**src/rtl/cpu_types_pkg.sv**
```systemverilog
// Shared types for the memory arbiter: memory status encoding, arbiter
// FSM states and the grant-owner encoding used by the tie-break register.
package cpu_types_pkg;

    // Memory controller status, as presented on ramstate.
    typedef enum logic [1:0] {
        FREE   = 2'd0,
        BUSY   = 2'd1,
        ACCESS = 2'd2,
        ERROR  = 2'd3
    } ramstate_t;

    // Arbiter FSM states.
    typedef enum logic [1:0] {
        IDLE  = 2'd0,
        IACC  = 2'd1,
        DACC  = 2'd2,
        FAULT = 2'd3
    } arb_state_t;

    // Owner of the most recent grant; instruction is the reset owner so the
    // data port wins the first tie.
    localparam logic GRANT_I = 1'b0;
    localparam logic GRANT_D = 1'b1;

    // True while the FSM owns the memory bus.
    function automatic logic is_access(input arb_state_t st);
        return (st == IACC) || (st == DACC);
    endfunction

endpackage

```
**src/rtl/wait_counter.sv**
```systemverilog
// Wait-cycle counter for a pending memory access. Clears on every grant,
// counts cycles the memory is not ready and flags the terminal count at
// TIMEOUT_CYC-1, where it holds until cleared.
module wait_counter #(
    parameter int TIMEOUT_CYC = 16
) (
    input  logic CLK,
    input  logic nRST,
    input  logic clear,
    input  logic enable,
    output logic tc
);

    localparam int CW = $clog2(TIMEOUT_CYC) + 1;
    localparam logic [CW-1:0] TC_VAL = CW'(TIMEOUT_CYC - 1);

    logic [CW-1:0] count_reg;

    // Count stalled cycles; saturate at the terminal value.
    always_ff @(posedge CLK) begin
        if (!nRST || clear) begin
            count_reg <= '0;
        end else if (enable && !tc) begin
            count_reg <= count_reg + 1'b1;
        end
    end

    assign tc = (count_reg == TC_VAL);

endmodule

```
**src/rtl/mem_arbiter.sv**
```systemverilog
// Two-port (instruction/data) arbiter in front of a single memory port.
// One access in flight at a time; alternating priority on ties; a timeout
// or memory error parks the FSM in FAULT until reset.
module mem_arbiter
    import cpu_types_pkg::*;
#(
    parameter int TIMEOUT_CYC = 16,
    parameter int AW          = 32
) (
    input  logic          CLK,
    input  logic          nRST,
    // instruction port
    input  logic          iREN,
    input  logic [AW-1:0] iaddr,
    output logic          ihit,
    output logic [AW-1:0] iload,
    // data port
    input  logic          dREN,
    input  logic          dWEN,
    input  logic [AW-1:0] daddr,
    input  logic [AW-1:0] dstore,
    output logic          dhit,
    output logic [AW-1:0] dload,
    // memory port
    output logic          ramREN,
    output logic          ramWEN,
    output logic [AW-1:0] ramaddr,
    output logic [AW-1:0] ramstore,
    input  logic [AW-1:0] ramload,
    input  logic [1:0]    ramstate,
    // status
    output logic          err
);

    arb_state_t    state_reg, state_next;
    ramstate_t     rs;
    logic          last_grant_reg;
    logic [AW-1:0] addr_reg, store_reg;
    logic          wr_reg;
    logic [AW-1:0] iload_reg, dload_reg;
    logic          ihit_reg, dhit_reg;

    logic d_req;
    logic grant_i, grant_d;
    logic mem_done;
    logic tc;
    logic cnt_enable;

    assign rs    = ramstate_t'(ramstate);
    assign d_req = dREN | dWEN;

    // Grant decision: a lone requester wins; on a tie the port not served last wins.
    always_comb begin
        grant_i = 1'b0;
        grant_d = 1'b0;
        if (state_reg == IDLE) begin
            grant_d = d_req && (!iREN || (last_grant_reg == GRANT_I));
            grant_i = iREN  && (!d_req || (last_grant_reg == GRANT_D));
        end
    end

    assign mem_done   = is_access(state_reg) && (rs == ACCESS);
    assign cnt_enable = is_access(state_reg) && ((rs == BUSY) || (rs == FREE));

    wait_counter #(
        .TIMEOUT_CYC(TIMEOUT_CYC)
    ) u_wait_counter (
        .CLK    (CLK),
        .nRST   (nRST),
        .clear  (grant_i | grant_d),
        .enable (cnt_enable),
        .tc     (tc)
    );

    // FSM state register.
    always_ff @(posedge CLK) begin
        if (!nRST) begin
            state_reg <= IDLE;
        end else begin
            state_reg <= state_next;
        end
    end

    // FSM next-state logic; ACCESS on the terminal cycle still completes.
    always_comb begin
        state_next = state_reg;
        case (state_reg)
            IDLE: begin
                if (grant_d)      state_next = DACC;
                else if (grant_i) state_next = IACC;
            end
            IACC, DACC: begin
                if (rs == ACCESS)               state_next = IDLE;
                else if ((rs == ERROR) || tc)   state_next = FAULT;
            end
            FAULT:   state_next = FAULT;
            default: state_next = IDLE;
        endcase
    end

    // Request latches, tie-break owner, read data capture and hit pulses.
    always_ff @(posedge CLK) begin
        if (!nRST) begin
            last_grant_reg <= GRANT_I;
            addr_reg       <= '0;
            store_reg      <= '0;
            wr_reg         <= 1'b0;
            iload_reg      <= '0;
            dload_reg      <= '0;
            ihit_reg       <= 1'b0;
            dhit_reg       <= 1'b0;
        end else begin
            ihit_reg <= mem_done && (state_reg == IACC);
            dhit_reg <= mem_done && (state_reg == DACC);
            if (grant_d) begin
                last_grant_reg <= GRANT_D;
                addr_reg       <= daddr;
                store_reg      <= dstore;
                // a simultaneous read+write request is treated as a write
                wr_reg         <= dWEN;
            end else if (grant_i) begin
                last_grant_reg <= GRANT_I;
                addr_reg       <= iaddr;
                store_reg      <= '0;
                wr_reg         <= 1'b0;
            end
            if (mem_done && (state_reg == IACC)) begin
                iload_reg <= ramload;
            end
            if (mem_done && (state_reg == DACC) && !wr_reg) begin
                dload_reg <= ramload;
            end
        end
    end

    // Memory-side outputs come only from the latches, and only while accessing.
    always_comb begin
        ramREN   = 1'b0;
        ramWEN   = 1'b0;
        ramaddr  = '0;
        ramstore = '0;
        err      = (state_reg == FAULT);
        case (state_reg)
            IACC: begin
                ramREN  = 1'b1;
                ramaddr = addr_reg;
            end
            DACC: begin
                ramREN   = !wr_reg;
                ramWEN   = wr_reg;
                ramaddr  = addr_reg;
                ramstore = store_reg;
            end
            default: ;
        endcase
    end

    assign ihit  = ihit_reg;
    assign dhit  = dhit_reg;
    assign iload = iload_reg;
    assign dload = dload_reg;

endmodule

```
**config.mk**
```make
export PLATFORM = sky130hd
export DESIGN_NAME = mem_arbiter
export DESIGN_NICKNAME = d
export VERILOG_FILES = /design/src/rtl/cpu_types_pkg.sv /design/src/rtl/wait_counter.sv /design/src/rtl/mem_arbiter.sv
export SDC_FILE = /design/constraint.sdc
export NUM_CORES = 1
export LEC_CHECK = 0
export ABC_AREA = 0
export BUFFER_PORTS_ARGS = -buffer_cell sky130_fd_sc_hd__clkbuf_2
export CAP_MARGIN = 20
export CORE_MARGIN = 5
export CORE_UTILIZATION = 46
export CTS_CLUSTER_SIZE = 30
export DETAILED_ROUTE_END_ITERATION = 12
export GPL_ROUTABILITY_DRIVEN = 0
export HOLD_SLACK_MARGIN = 0.12
export PLACE_DENSITY = 0.79
export SYNTH_ARGS = -nofsm -noshare
export SYNTH_HDL_FRONTEND = slang
export SYNTH_SLANG_ARGS = --single-unit
```
**constraint.sdc**
```tcl
create_clock -name CLK -period 2.5 [get_ports CLK]
set_input_delay 0.125 -clock CLK [delete_from_list [all_inputs] [get_ports CLK]]
set_output_delay 0.125 -clock CLK [all_outputs]
set_load 0.01 [all_outputs]
```
* After elaboration in Yosys (flattened, before gate mapping) *
Cells that the tools add are included.

storage, ports and cells
  input port bits = 135
  word-level logic and storage cells = 65
  bits in registers = 139

operators by class
  bitwise logic cells = 3
  equality and inequality tests = 9
  add/subtract/negate cells = 1
  reduce and logical (&&, ||, !) cells = 24
  mux-type cells = 18

operators by type and width
  operator                                                                 count
  32-bit 2-to-1 mux                                                        6
  2-bit == test, second input constant                                     4
  1-bit logical AND                                                        8
  2-bit 2-to-1 mux                                                         4
  1-bit logical OR                                                         6
  1-bit 2-to-1 mux                                                         6
  2-bit case mux with 3 select lines                                       1
  5-bit by 1-bit adder with 5-bit output, second input constant            1
  5-bit by 4-bit == test with 1-bit output, second input constant          1
  1-bit zero test                                                          5
  2-bit by 1-bit == test with 1-bit output, second input constant          2
  2-bit zero test                                                          2
  3-bit by 1-bit inequality test with 1-bit output, second input constant  1
  3-bit inequality test, second input constant                             1
  1-bit bitwise OR                                                         2
  1-bit case mux with 2 select lines                                       1
  2-bit AND reduction                                                      1
  2-bit nonzero test                                                       1
  2-bit OR reduction                                                       1
  1-bit NOT                                                                1

* Longest topological paths before layout *
Gate-level depths: netlist of run 1.

  depth after elaboration = 8
  gate-level depth with buffers = 8

* Cells and area by module *
Synthesis of run 1 repeated with hierarchy kept, for this count alone.

unflattened totals
  cells, all modules = 701
  area, all modules = 5,886.9 um2

by module, submodules not included
  module        area each (um2)  cells each  seq. area each (um2)  times used
  mem_arbiter   5,645.4          675         2,682.6               1
  wait_counter  241.5            26          100.1                 1

* Worst setup path before layout of run 1 *
OpenSTA, ideal clock, no wires.

  path type = flip-flop to flip-flop
  start point = register u_wait_counter.count_reg[0]
  end point = register state_reg[1]
  clock period less this slack = 1.712 ns
  setup time = 0.125 ns
  data required time = 2.375 ns
  stages on the path, launching flop included = 8
  path slack = 0.788 ns
  arrival = 1.587 ns
  buffers on the path = 0
  cells stage by stage = dfxtp_1 ha_1 and3_1 ha_1 nor3b_2 nor2_1 o21ai_0 a21oi_1

between the ends
  cells in the longest elaborated chain, start to end = 4

ends and longest elaborated chain
  what                                                        line                source
  start, declared                                             wait_counter.sv:17  logic [CW-1:0] count_reg;
  start signal, assigned                                      wait_counter.sv:24  count_reg <= count_reg + 1'b1;
  5-bit by 4-bit == test with 1-bit output                    wait_counter.sv:28  assign tc = (count_reg == TC_VAL);
  1-bit logical OR                                            mem_arbiter.sv:94   else if ((rs == ERROR) || tc) state_next = FAULT;
  3-bit by 1-bit inequality test with 1-bit output (no line)  n/a
  2-bit AND reduction (no line)                               n/a
  end signal, assigned                                        mem_arbiter.sv:80   state_reg <= state_next;
  end, declared                                               mem_arbiter.sv:35   arb_state_t state_reg, state_next;

No other way between the ends.
A chain may end at the register's enable or synchronous reset.

* Worst setup path after layout of run 1 *
  start point = register state_reg[0]
  end point = register addr_reg[21]

between the ends
  cells in the longest elaborated chain, start to end = 3

ends and longest elaborated chain
  what                                                     line                source
  2-bit zero test (*)                                      mem_arbiter.sv:56   if (state_reg == IDLE) begin
  1-bit 2-to-1 mux                                         mem_arbiter.sv:56
  32-bit 2-to-1 mux or 2-bit nonzero test (tied branches)  n/a
  end signal, assigned                                     mem_arbiter.sv:117  addr_reg <= daddr;
  end signal, assigned                                     mem_arbiter.sv:123  addr_reg <= iaddr;
  end, declared                                            mem_arbiter.sv:38   logic [AW-1:0] addr_reg, store_reg;

Every way passes the cells marked *; elsewhere a longest branch is shown, timed or not.

==> results of run 1 <==
## worst min-delay path, cell delays in order
cell	delay [ns]
clkbuf_2	0.10
nor4b_1	0.06
nor2_1	0.18
a21oi_1	0.09
## worst max-delay path by stage
stage | depth (start not counted) | to | slack [ns]
detailed placement | 7 | state_reg[1] | 0.66
global route | 7 | addr_reg[23] | 0.03
global placement | 5 | store_reg[29] | 0.70
finish | 7 | addr_reg[21] | 0.16
CTS | 7 | addr_reg[8] | 0.18
floorplan | 7 | state_reg[1] | 0.79
## kinds of logic (layout without fill, tap and decap cells)
logic type               count (synthesis)  after routing
buffers and inverters                   50            444
multiplexers                            33             33
AO/OA/AOI/OAI                          140            140
other                                    0              1
adder cells (fa/ha/maj)                  6              6
XOR/XNOR                                 3              3
AND/OR/NAND/NOR                        257            257
flip-flops                             139            139
## through the flow
| step | utilization, % | hold WS [ns] | instance area, um2 | setup WS [ns] | std cells |
|---|---|---|---|---|---|
| final | 75.0 | 0.187 | 9010 | 0.163 | 1170 |
| after global routing | 75.0 | 0.210 | 9010 | 0.0263 | 1169 |
| after CTS | 75.0 | 0.159 | 9010 | 0.179 | 1169 |
| after detailed placement | 58.9 | 0.345 | 7070 | 0.656 | 1006 |
| after global placement | 58.9 | 0.341 | 7070 | 0.695 | 1006 |
| after floorplan | - | 0.258 | 5660 | 0.788 | 628 |
## routing by layer
metal	track usage (%)	vias up	share of wire, %
met5	0	-	0
met1	28.3	2761	36
met2	45.7	317	50
met4	15.1	0	4.5
li1	-	2861	-
met3	8.16	78	9.2
## Yosys cell counts
library cell,n,area (um2)
xor2_1,2,17.5
nor2_1,7,26.3
nand4_1,3,18.8
buf_4,1,7.51
o2111a_1,1,11.3
a211oi_1,1,7.51
a21boi_0,41,308
xnor2_1,1,8.76
a21o_1,1,7.51
clkbuf_2,1,5.00
nand3_1,3,15.0
and3_1,2,12.5
o21ai_1,8,40.0
or3_4,1,11.3
a21boi_1,23,173
buf_2,17,85.1
a211o_1,1,8.76
and2_1,66,413
buf_6,5,56.3
inv_1,3,11.3
a22o_1,32,280
nor3b_2,1,12.5
clkbuf_1,23,86.3
o211ai_1,1,7.51
nand2_1,168,631
a21oi_1,2,10.0
nor2b_1,2,12.5
ha_1,6,75.1
o21a_1,2,15.0
nor3_2,1,10.0
o21ai_0,26,130
nor4b_1,1,8.76
dfxtp_1,139,2780
or3_1,1,6.26
nand2b_1,1,6.26
a21boi_2,1,11.3
mux2i_1,33,330
## final cells by class
cell class                 instances  area [um2]  area share (%)
antenna                            1        2.50          0.0278
clock buffer                      22         484            5.37
clock inverter                    10         138            1.53
inverter                           3        11.3           0.125
multi-input combinational        439        2640            29.3
sequential                       139        2780            30.9
tap                              147         184            2.04
timing repair buffer             409        2770            30.7
## cell usage in the layout, fill, tap and decap left out, types with 2 or more instances in the layout
| master | n |
|---|---|
| clkbuf_2 | 267 |
| nand2_1 | 168 |
| dfxtp_1 | 139 |
| dlygate4sd3_1 | 131 |
| and2_1 | 66 |
| a21boi_0 | 41 |
| mux2i_1 | 33 |
| a22o_1 | 32 |
| o21ai_0 | 26 |
| a21boi_1 | 23 |
| clkbuf_16 | 17 |
| o21ai_1 | 8 |
| buf_4 | 8 |
| nor2_1 | 7 |
| ha_1 | 5 |
| clkbuf_8 | 4 |
| inv_1 | 3 |
| nand3_1 | 3 |
| nand4_1 | 3 |
| clkinv_2 | 3 |
| bufinv_16 | 3 |
| buf_12 | 3 |
| nor2b_1 | 2 |
| o21a_1 | 2 |
| and3_1 | 2 |
| xor2_1 | 2 |
| a21oi_1 | 2 |
| clkinvlp_4 | 2 |
## power by group through the flow
stage	registers (mW)	logic [mW]	clock network [mW]
2_1_floorplan	2.78	1.49	0
3_3_place_gp	2.79	2.14	0
3_5_place_dp	2.81	2.16	0
4_1_cts	2.76	2.54	2.64
5_1_grt	2.84	2.87	2.75
6_report	2.81	2.67	2.61
## what timing repair did
item | CTS | global route
hold buffers | 131 | 0
endpoints found under the setup margin | 0 | 25
gates resized for setup | 0 | 1
endpoints found under the hold margin | 130 | 0
==> out/summary.txt, run 1 <==
Status - finished clean
Distinct cell type count of the synthesized netlist - 37
Die Ht - 121 um
Sink Count - 139
Clock share of power - 32.3%
Synth Area per Inst - 9.01 um2
Total power - 8.09 mW
Vias per Instance - 5.14
Critical path peak fanout - 32
Required time worst endpoint - 2.76 ns
Pre-antenna DRT Iters - 5
Core region area - 12000 um2
Vias - 6017
#FFs+latches synth - 139
Post-Synth Adder-Cell Area - 1.33%
Sequential area share after synthesis - 49.2%
Synthesis Warnings - 0
CP Class - flip-flop to flip-flop
Critical Path AT - 2.59 ns
Slowest-stage cell, CP - dlygate4sd3_1
Vias in the first global route - 6155
IO Count - 268
Setup repair bufs after CTS - 0
Final Hold Fails - 0
Root buffer cell - clkbuf_16
Synthesized instance count - 628
CTS tree - built
Total CTS buffers - 17
Number of H-tree levels - 4
Hold endpoint - state_reg[1]
Share of layout cells above drive strength 1 - 30.7%
Die W - 121 um
Sw power - 2.58 mW
Hold_sp - iREN
Routed len/inst - 17.0 um
Slew @ Worst Pin - 0.612 ns
Post-Route WL - 19.9 mm
Syn nets - 769
Initial Utilization - 47.1%
Combinational Power Share - 33.0%
HP Class - input pin to flip-flop
Crit start category - flip-flop
FF-to-FF setup slack - 0.16 ns
Critical R2R Capture - addr_reg[21]
VDD IR max - 0.000541 V
R2R depth - 7
# nets final - 1150
Layout Area Growth over Synthesis - 59.2%
Total power per unit cell area - 898 nW/um2
Reg clk slew, reported paths - 0.06 ns
Routed Antenna Nets - 0
Die area - 14600 um2
Total GRT Usage - 26.4%
Antenna violations before repair - 0
Fin crit share - 93.5%
Final Skew - 0.00723 ns
Max-slew violations - 0
Unrepaired setup endpoints after global routing - false
Hold depth - 4
Final setup viols - 0
Synth Area in XOR/XNOR - 0.464%
Worst setup EP type - flip-flop
Mux contribution to synthesized area - 5.84%
Pin count of the biggest net entering global routing - 74
Fillers - 800
Clock Latency Late Sink - 0.41 ns
Synth Area in Simple Gates - 20.9%
Max Cap Viol - 0
Hpwl dp - 10.9 mm
Total gr overflow - 0
Sequential share of power - 34.7%
# rows - 40
Max Buffers Root-to-Sink - 2
Mapped cell area - 5660 um2
Bufs and invs on worst path - 3
Worst R2R Start - state_reg[0]
First-pass GRT wire length - 30.5 mm
Critical Path, Cell by Cell - inv_1 -> ha_2 -> o211ai_1 -> buf_12 -> mux2i_1 -> dlygate4sd3_1 -> o21ai_0
Cell family with most CP delay - buffers and inverters
Synth Area in Compound Gates - 17.8%
Internal - 5.52 mW
DRC viols - 0
Port buffer count - 267
Switching share of total power - 31.8%
Pleak - 4.15 nW
DRT iter0 DRCs - 405
TNS Setup - 0 ns
Largest family of logic cells by synthesized area - simple AND/OR/NAND/NOR gates
Crit path from - state_reg[0]
Largest stage delay, worst path - 0.59 ns
Minimum clock period - 2.34 ns
Max Fclk - 0.428 GHz
Rel. slew slack - 59.2%
(Power assumes the default switching activity.)
==> run 2, diff against run 1 <==
CORE_UTILIZATION = 47   (was 46)
PLACE_DENSITY = 0.8   (was 0.79)
SYNTH_HIERARCHICAL = 1   (was default)
==> out/summary.txt, run 2 <==
Minimum clock period - 2.31 ns (-0.0249 ns)
Layout Area Growth over Synthesis - 56.1%
Clock share of power - 31.1% (-1.2 points)
Post-synth ARST share - 0% (unchanged)
Number of H-tree levels - 4 (unchanged)
# nets final - 1215 (+5.7%)
Combinational Power Share - 35.8% (+2.8 points)
Total GRT Usage - 28.1% (+1.7 points)
VDD IR max - 0.000577 V (+6.7%)
Status - finished clean
IO Count - 268 (unchanged)
Sw power - 3.07 mW (+19%)
Port buffer count - 267 (unchanged)
Pre-antenna DRT Iters - 5 (unchanged)
Distinct cell type count of the synthesized netlist - 34 (-8.1%)
Initial Utilization - 48.4% (+1.3 points)
# rows - 40 (unchanged)
Die area - 14900 um2 (+1.7%)
Core region area - 12200 um2 (+1.3%)
Internal - 5.45 mW (-1.2%)
Total gr overflow - 0 (unchanged)
CTS tree - built
Crit start category - input pin
Max Fclk - 0.433 GHz (+1.1%)
Setup repair bufs after CTS - 0 (unchanged)
Vias in the first global route - 6650 (+8.0%)
Clock Latency Late Sink - 0.43 ns (+0.02 ns)
Vias - 6571 (+9.2%)
#FFs+latches synth - 139 (unchanged)
Most common cell after layout, fill and taps aside - clkbuf_2
Antenna violations before repair - 0 (unchanged)
Synthesized instance count - 701 (+12%)
Critical Path AT - 2.67 ns (+0.08 ns)
Worst setup EP type - flip-flop
Sequential share of power - 33.1% (-1.6 points)
Final Hold Fails - 0 (unchanged)
Most frequent cell after synthesis - nand2_1
Vias per Instance - 5.23 (+1.6%)
Synth Area per Inst - 8.40 um2 (-6.8%)
Top cells by instance count after synthesis - nand2_1 (167), dfxtp_1 (139), a21oi_1 (67), and2_1 (67), a21boi_0 (40)
Critical path peak fanout - 65 (+100%)
DRC viols - 0 (unchanged)
DRT iter0 DRCs - 587 (+45%)
Area contributors post-synth - dfxtp_1 (47%), nand2_1 (11%), and2_1 (7.1%), a21oi_1 (5.7%), a21boi_0 (5.1%)
Pleak - 4.10 nW (-1.2%)
Fin crit share - 92.5% (-1.0 points)
Root buffer cell - clkbuf_16
Die Ht - 122 um (+0.83%)
Final Skew - 0.0144 ns (+0.00718 ns)
Dominant cell type by area after synthesis - dfxtp_1
Die W - 122 um (+0.83%)
Main synth FF type - dfxtp_1
Total CTS buffers - 17 (unchanged)
Routed len/inst - 16.9 um (-0.83%)
Routed Antenna Nets - 0 (unchanged)
Non-filler cells, final - 1257 (+7.4%)
Switching share of total power - 36.1% (+4.2 points)
Reg clk slew, reported paths - 0.06 ns (about the same)
Synthesis Warnings - 6 (+6)
Hpwl dp - 12.3 mm (+12%)
Max Cap Viol - 0 (unchanged)
Slew @ Worst Pin - 0.711 ns (+0.0990 ns)
Max-slew violations - 0 (unchanged)
Post-synth top area share - 47.3% (-1.9 points)
Total power per unit cell area - 927 nW/um2 (+3.2%)
Sequential area share after synthesis - 47.3% (-1.9 points)
Required time worst endpoint - 2.86 ns (+0.10 ns)
Syn nets - 842 (+9.5%)
Mapped cell area - 5890 um2 (+4.0%)
Fillers - 808 (+1.0%)
Sink Count - 139 (unchanged)
CP Class - input pin to flip-flop
Unrepaired setup endpoints after global routing - false
Max Buffers Root-to-Sink - 2 (unchanged)
Most frequent cells in the layout - clkbuf_2 (266), nand2_1 (167), dfxtp_1 (139)
Share of layout cells above drive strength 1 - 29.3% (-1.4 points)
Register area - 2780 um2 (unchanged)
Multi-input combinational cell area - 2800 um2 (+5.8%)
Final setup viols - 0 (unchanged)
Rel. slew slack - 52.6% (-6.6 points)
Post-placement cell count - 1094 (+8.7%)
Post-synth EDFFs - 0 (unchanged)
HP Class - input pin to flip-flop
Post-Route WL - 21.2 mm (+6.5%)
Pin count of the biggest net entering global routing - 66 (-11%)
TNS Setup - 0 ns (unchanged)
First-pass GRT wire length - 32.8 mm (+7.7%)
## run 2: changes by cell type in the layout (fill, tap and decap cells not counted), moves of 8 or more
cell,change
o21ai_1,-8
o21ai_0,+9
a22o_1,-32
nor2b_1,+34
a21oi_1,+65
a22oi_1,+34
mux2i_1,-33
## run 2: area by class of cell
cell class / count / share of cell area, %
Timing Repair Buffer: 409 / 30.0
Multi-Input combinational cell: 502 / 30.4
Inverter: 5 / 0.204
Tap cell: 168 / 2.29
Antenna cell: 2 / 0.0545
Sequential cell: 139 / 30.3
Clock inverter: 14 / 2.11
Clock buffer: 18 / 4.67
## run 2: power groups by stage
stage	Combinational (mW)	Sequential, mW	Clock, mW
6_report	3.05	2.82	2.65
5_1_grt	3.31	2.85	2.80
4_1_cts	2.88	2.79	2.68
3_5_place_dp	2.68	2.83	0
3_3_place_gp	2.65	2.81	0
2_1_floorplan	1.88	2.79	0
## run 2: worst paths after layout
path | slack, ns | cells past startpoint | startpoint | end
max reg2reg | 0.19 | 7 | state_reg[0] | addr_reg[25]
max | 0.19 | 8 | dWEN | addr_reg[25]
min | 0.16 | 4 | iREN | wr_reg
min reg2reg | 0.45 | 2 | iload[12] | iload[12]
## run 2: cell families after synthesis
family / share of synthesized area (%)
and+or+nand+nor: 23.4
AOI/OAI and AO/OA: 22.3
DFF: 47.3
buffers and inverters: 5.48
adders and majority gates: 1.28
xor gates and xnor gates: 0.298
## run 2: metrics by stage
step	hold slack (ns)	cell area, um2	setup slack (ns)	power (mW)	utilization, %
2_1_floorplan	0.259	5890	0.810	4.68	-
3_3_place_gp	0.350	7260	0.587	5.46	59.7
3_5_place_dp	0.351	7260	0.473	5.51	59.7
4_1_cts	0.153	9180	0.182	8.35	75.5
5_1_grt	0.177	9180	0.0666	8.97	75.5
6_report	0.162	9190	0.188	8.52	75.5
## run 2: what timing repair did
item                       in CTS  in global routing
hold buffers                  129                  0
hold endpoints to repair      129                  0
resized for setup               0                  1
setup endpoints to repair       0                  1
## run 2: layer usage
layer	vias to the layer above	global-route usage [%]	wire [um]
li1	3082	-	-
met2	394	47.8	10400
met4	0	15.8	961
met5	-	0	0
met1	3008	30.7	7820
met3	87	9.24	2050
## run 2: critical path, cell delays in order
cell           delay [ns]
dlygate4sd3_1        0.55
clkbuf_2             0.16
nor3_1               0.24
nand2b_2             0.17
buf_4                0.57
a21oi_1              0.10
a21oi_1              0.18
dlygate4sd3_1        0.57
==> run 3, diff against run 2 <==
PLACE_DENSITY = 0.82   (was 0.8)
==> out/summary.txt, run 3 (same netlist as run 2, synthesis figures left out) <==
Slew @ Worst Pin - 0.683 ns (-0.0277 ns)
Number of H-tree levels - 4 (unchanged)
Pre-antenna DRT Iters - 5 (unchanged)
Max Fclk - 0.421 GHz (-2.6%)
Most common cell after layout, fill and taps aside - clkbuf_2
Final setup viols - 0 (unchanged)
# rows - 40 (unchanged)
Root buffer cell - clkbuf_16
Layout Area Growth over Synthesis - 56.0% (about the same)
FF-to-FF setup slack - 0.13 ns (-0.06 ns)
Sink Count - 139 (unchanged)
Routed len/inst - 17.1 um (+0.96%)
Total gr overflow - 0 (unchanged)
Max Cap Viol - 0 (unchanged)
Crit start category - flip-flop
Slowest-stage cell, CP - dlygate4sd3_1
Critical R2R Capture - addr_reg[18]
Vias per Instance - 5.20 (-0.48%)
Core region area - 12200 um2 (unchanged)
Post-Route WL - 21.5 mm (+1.2%)
Required time worst endpoint - 2.86 ns (about the same)
Reg clk slew, reported paths - 0.06 ns (about the same)
Pin count of the biggest net entering global routing - 79 (+20%)
CP Class - flip-flop to flip-flop
Vias in the first global route - 6496 (-2.3%)
Fin crit share - 95.0% (+2.5 points)
Clock Latency Late Sink - 0.41 ns (-0.02 ns)
Fillers - 804 (-0.50%)
Max Buffers Root-to-Sink - 2 (unchanged)
DRT iter0 DRCs - 536 (-8.7%)
Largest stage delay, worst path - 0.58 ns (about the same)
Hold slack - 0.178 ns (+0.0161 ns)
Hold endpoint - wr_reg
Antenna violations before repair - 0 (unchanged)
IO Count - 268 (unchanged)
Bufs and invs on worst path - 3 (-1)
Hold depth - 4 (unchanged)
# nets final - 1219 (+0.33%)
VDD IR max - 0.000608 V (+5.2%)
Routed Antenna Nets - 0 (unchanged)
R2R depth - 8 (+1)
Unrepaired setup endpoints after global routing - false
TNS Setup - 0 ns (unchanged)
Cell family with most CP delay - buffers and inverters
Total GRT Usage - 28.1% (+0.070 points)
Crit path from - state_reg[0]
CTS tree - built
Non-filler cells, final - 1260 (+0.24%)
Critical path peak fanout - 19 (-71%)
DRC viols - 0 (unchanged)
Worst R2R Start - state_reg[0]
Final core occ - 75.5% (about the same)
HP Class - input pin to flip-flop
Critical Path AT - 2.73 ns (+0.06 ns)
Total CTS buffers - 17 (unchanged)
Pleak - 4.15 nW (+1.1%)
Rel. slew slack - 54.5% (+1.8 points)
Hold_sp - iREN
Die W - 122 um (unchanged)
Share of layout cells above drive strength 1 - 29.6% (+0.26 points)
Minimum clock period - 2.37 ns (+0.0623 ns)
Setup Slack @ Placement - 0.518 ns (+0.0456 ns)
Initial Utilization - 48.4% (unchanged)
Die Ht - 122 um (unchanged)
Worst setup EP type - flip-flop
Vias - 6555 (-0.24%)
Final setup margin - 0.126 ns (-0.0623 ns)
Hpwl dp - 12.5 mm (+1.7%)
Final Hold Fails - 0 (unchanged)
Critical Path, Cell by Cell - inv_1 -> ha_1 -> a21boi_2 -> o21ai_4 -> buf_4 -> nand2_1 -> a21oi_1 -> dlygate4sd3_1
Max-slew violations - 0 (unchanged)
Total power per unit cell area - 944 nW/um2 (+1.8%)
Die area - 14900 um2 (unchanged)
First-pass GRT wire length - 33.0 mm (+0.70%)
Status - finished clean
Most frequent cells in the layout - clkbuf_2 (266), nand2_1 (167), dfxtp_1 (139)
Post-placement cell count - 1096 (+0.18%)
Final Skew - 0.00863 ns (-0.00578 ns)
Port buffer count - 267 (unchanged)
## run 3: how the worst max path moves through the flow
stage | endpoint | slack [ns] | cells past startpoint
2_1_floorplan | state_reg[1] | 0.81 | 6
3_3_place_gp | state_reg[1] | 0.59 | 6
3_5_place_dp | iload[19] | 0.52 | 7
4_1_cts | addr_reg[23] | 0.02 | 8
5_1_grt | addr_reg[5] | 0.01 | 8
6_report | addr_reg[18] | 0.13 | 8
## run 3: final cells by class
type	count	area (um2)	share of cell area, %
diodes	1	2.50	0.0272
repair buffers	413	2790	30.3
flip-flops and latches	139	2780	30.3
well taps	168	210	2.29
clock inverters	13	139	1.51
multi-input cells	502	2800	30.5
clock buffers	19	443	4.82
inverters	5	18.8	0.204
## run 3: power breakdown
group | switching (mW) | internal [mW] | total [mW]
clock | 0.966 | 1.50 | 2.46
combinational | 1.94 | 1.44 | 3.38
sequential | 0.210 | 2.61 | 2.82
## run 3: worst reg2reg max path, cell delays in order, from the launching register on
cell and delay (ns):
dfxtp_1 0.37, inv_1 0.08, ha_1 0.27, a21boi_2 0.21, o21ai_4 0.25, buf_4 0.33, nand2_1 0.07, a21oi_1 0.15
dlygate4sd3_1 0.58
## run 3: layer usage
layer,vias up,track usage [%],part of all wire [%]
li1,3086,-,-
met1,3015,32.2,37
met2,396,47.9,49
met3,58,8.40,10
met4,0,13.7,3.9
met5,-,0,0
## run 3: through the flow
stage	power [mW]	cell area [um2]
floorplan	4.68	5890
global route	9.13	9180
CTS	8.47	9150
global placement	5.54	7280
detailed placement	5.58	7280
finish	8.67	9190
## run 3: what timing repair did
| action | CTS | global route |
|---|---|---|
| resized for setup | 0 | 3 |
| hold buffers | 129 | 0 |
| setup endpoints to repair | 0 | 29 |
| endpoints found under the hold margin | 129 | 0 |
| buffers inserted | 0 | 2 |
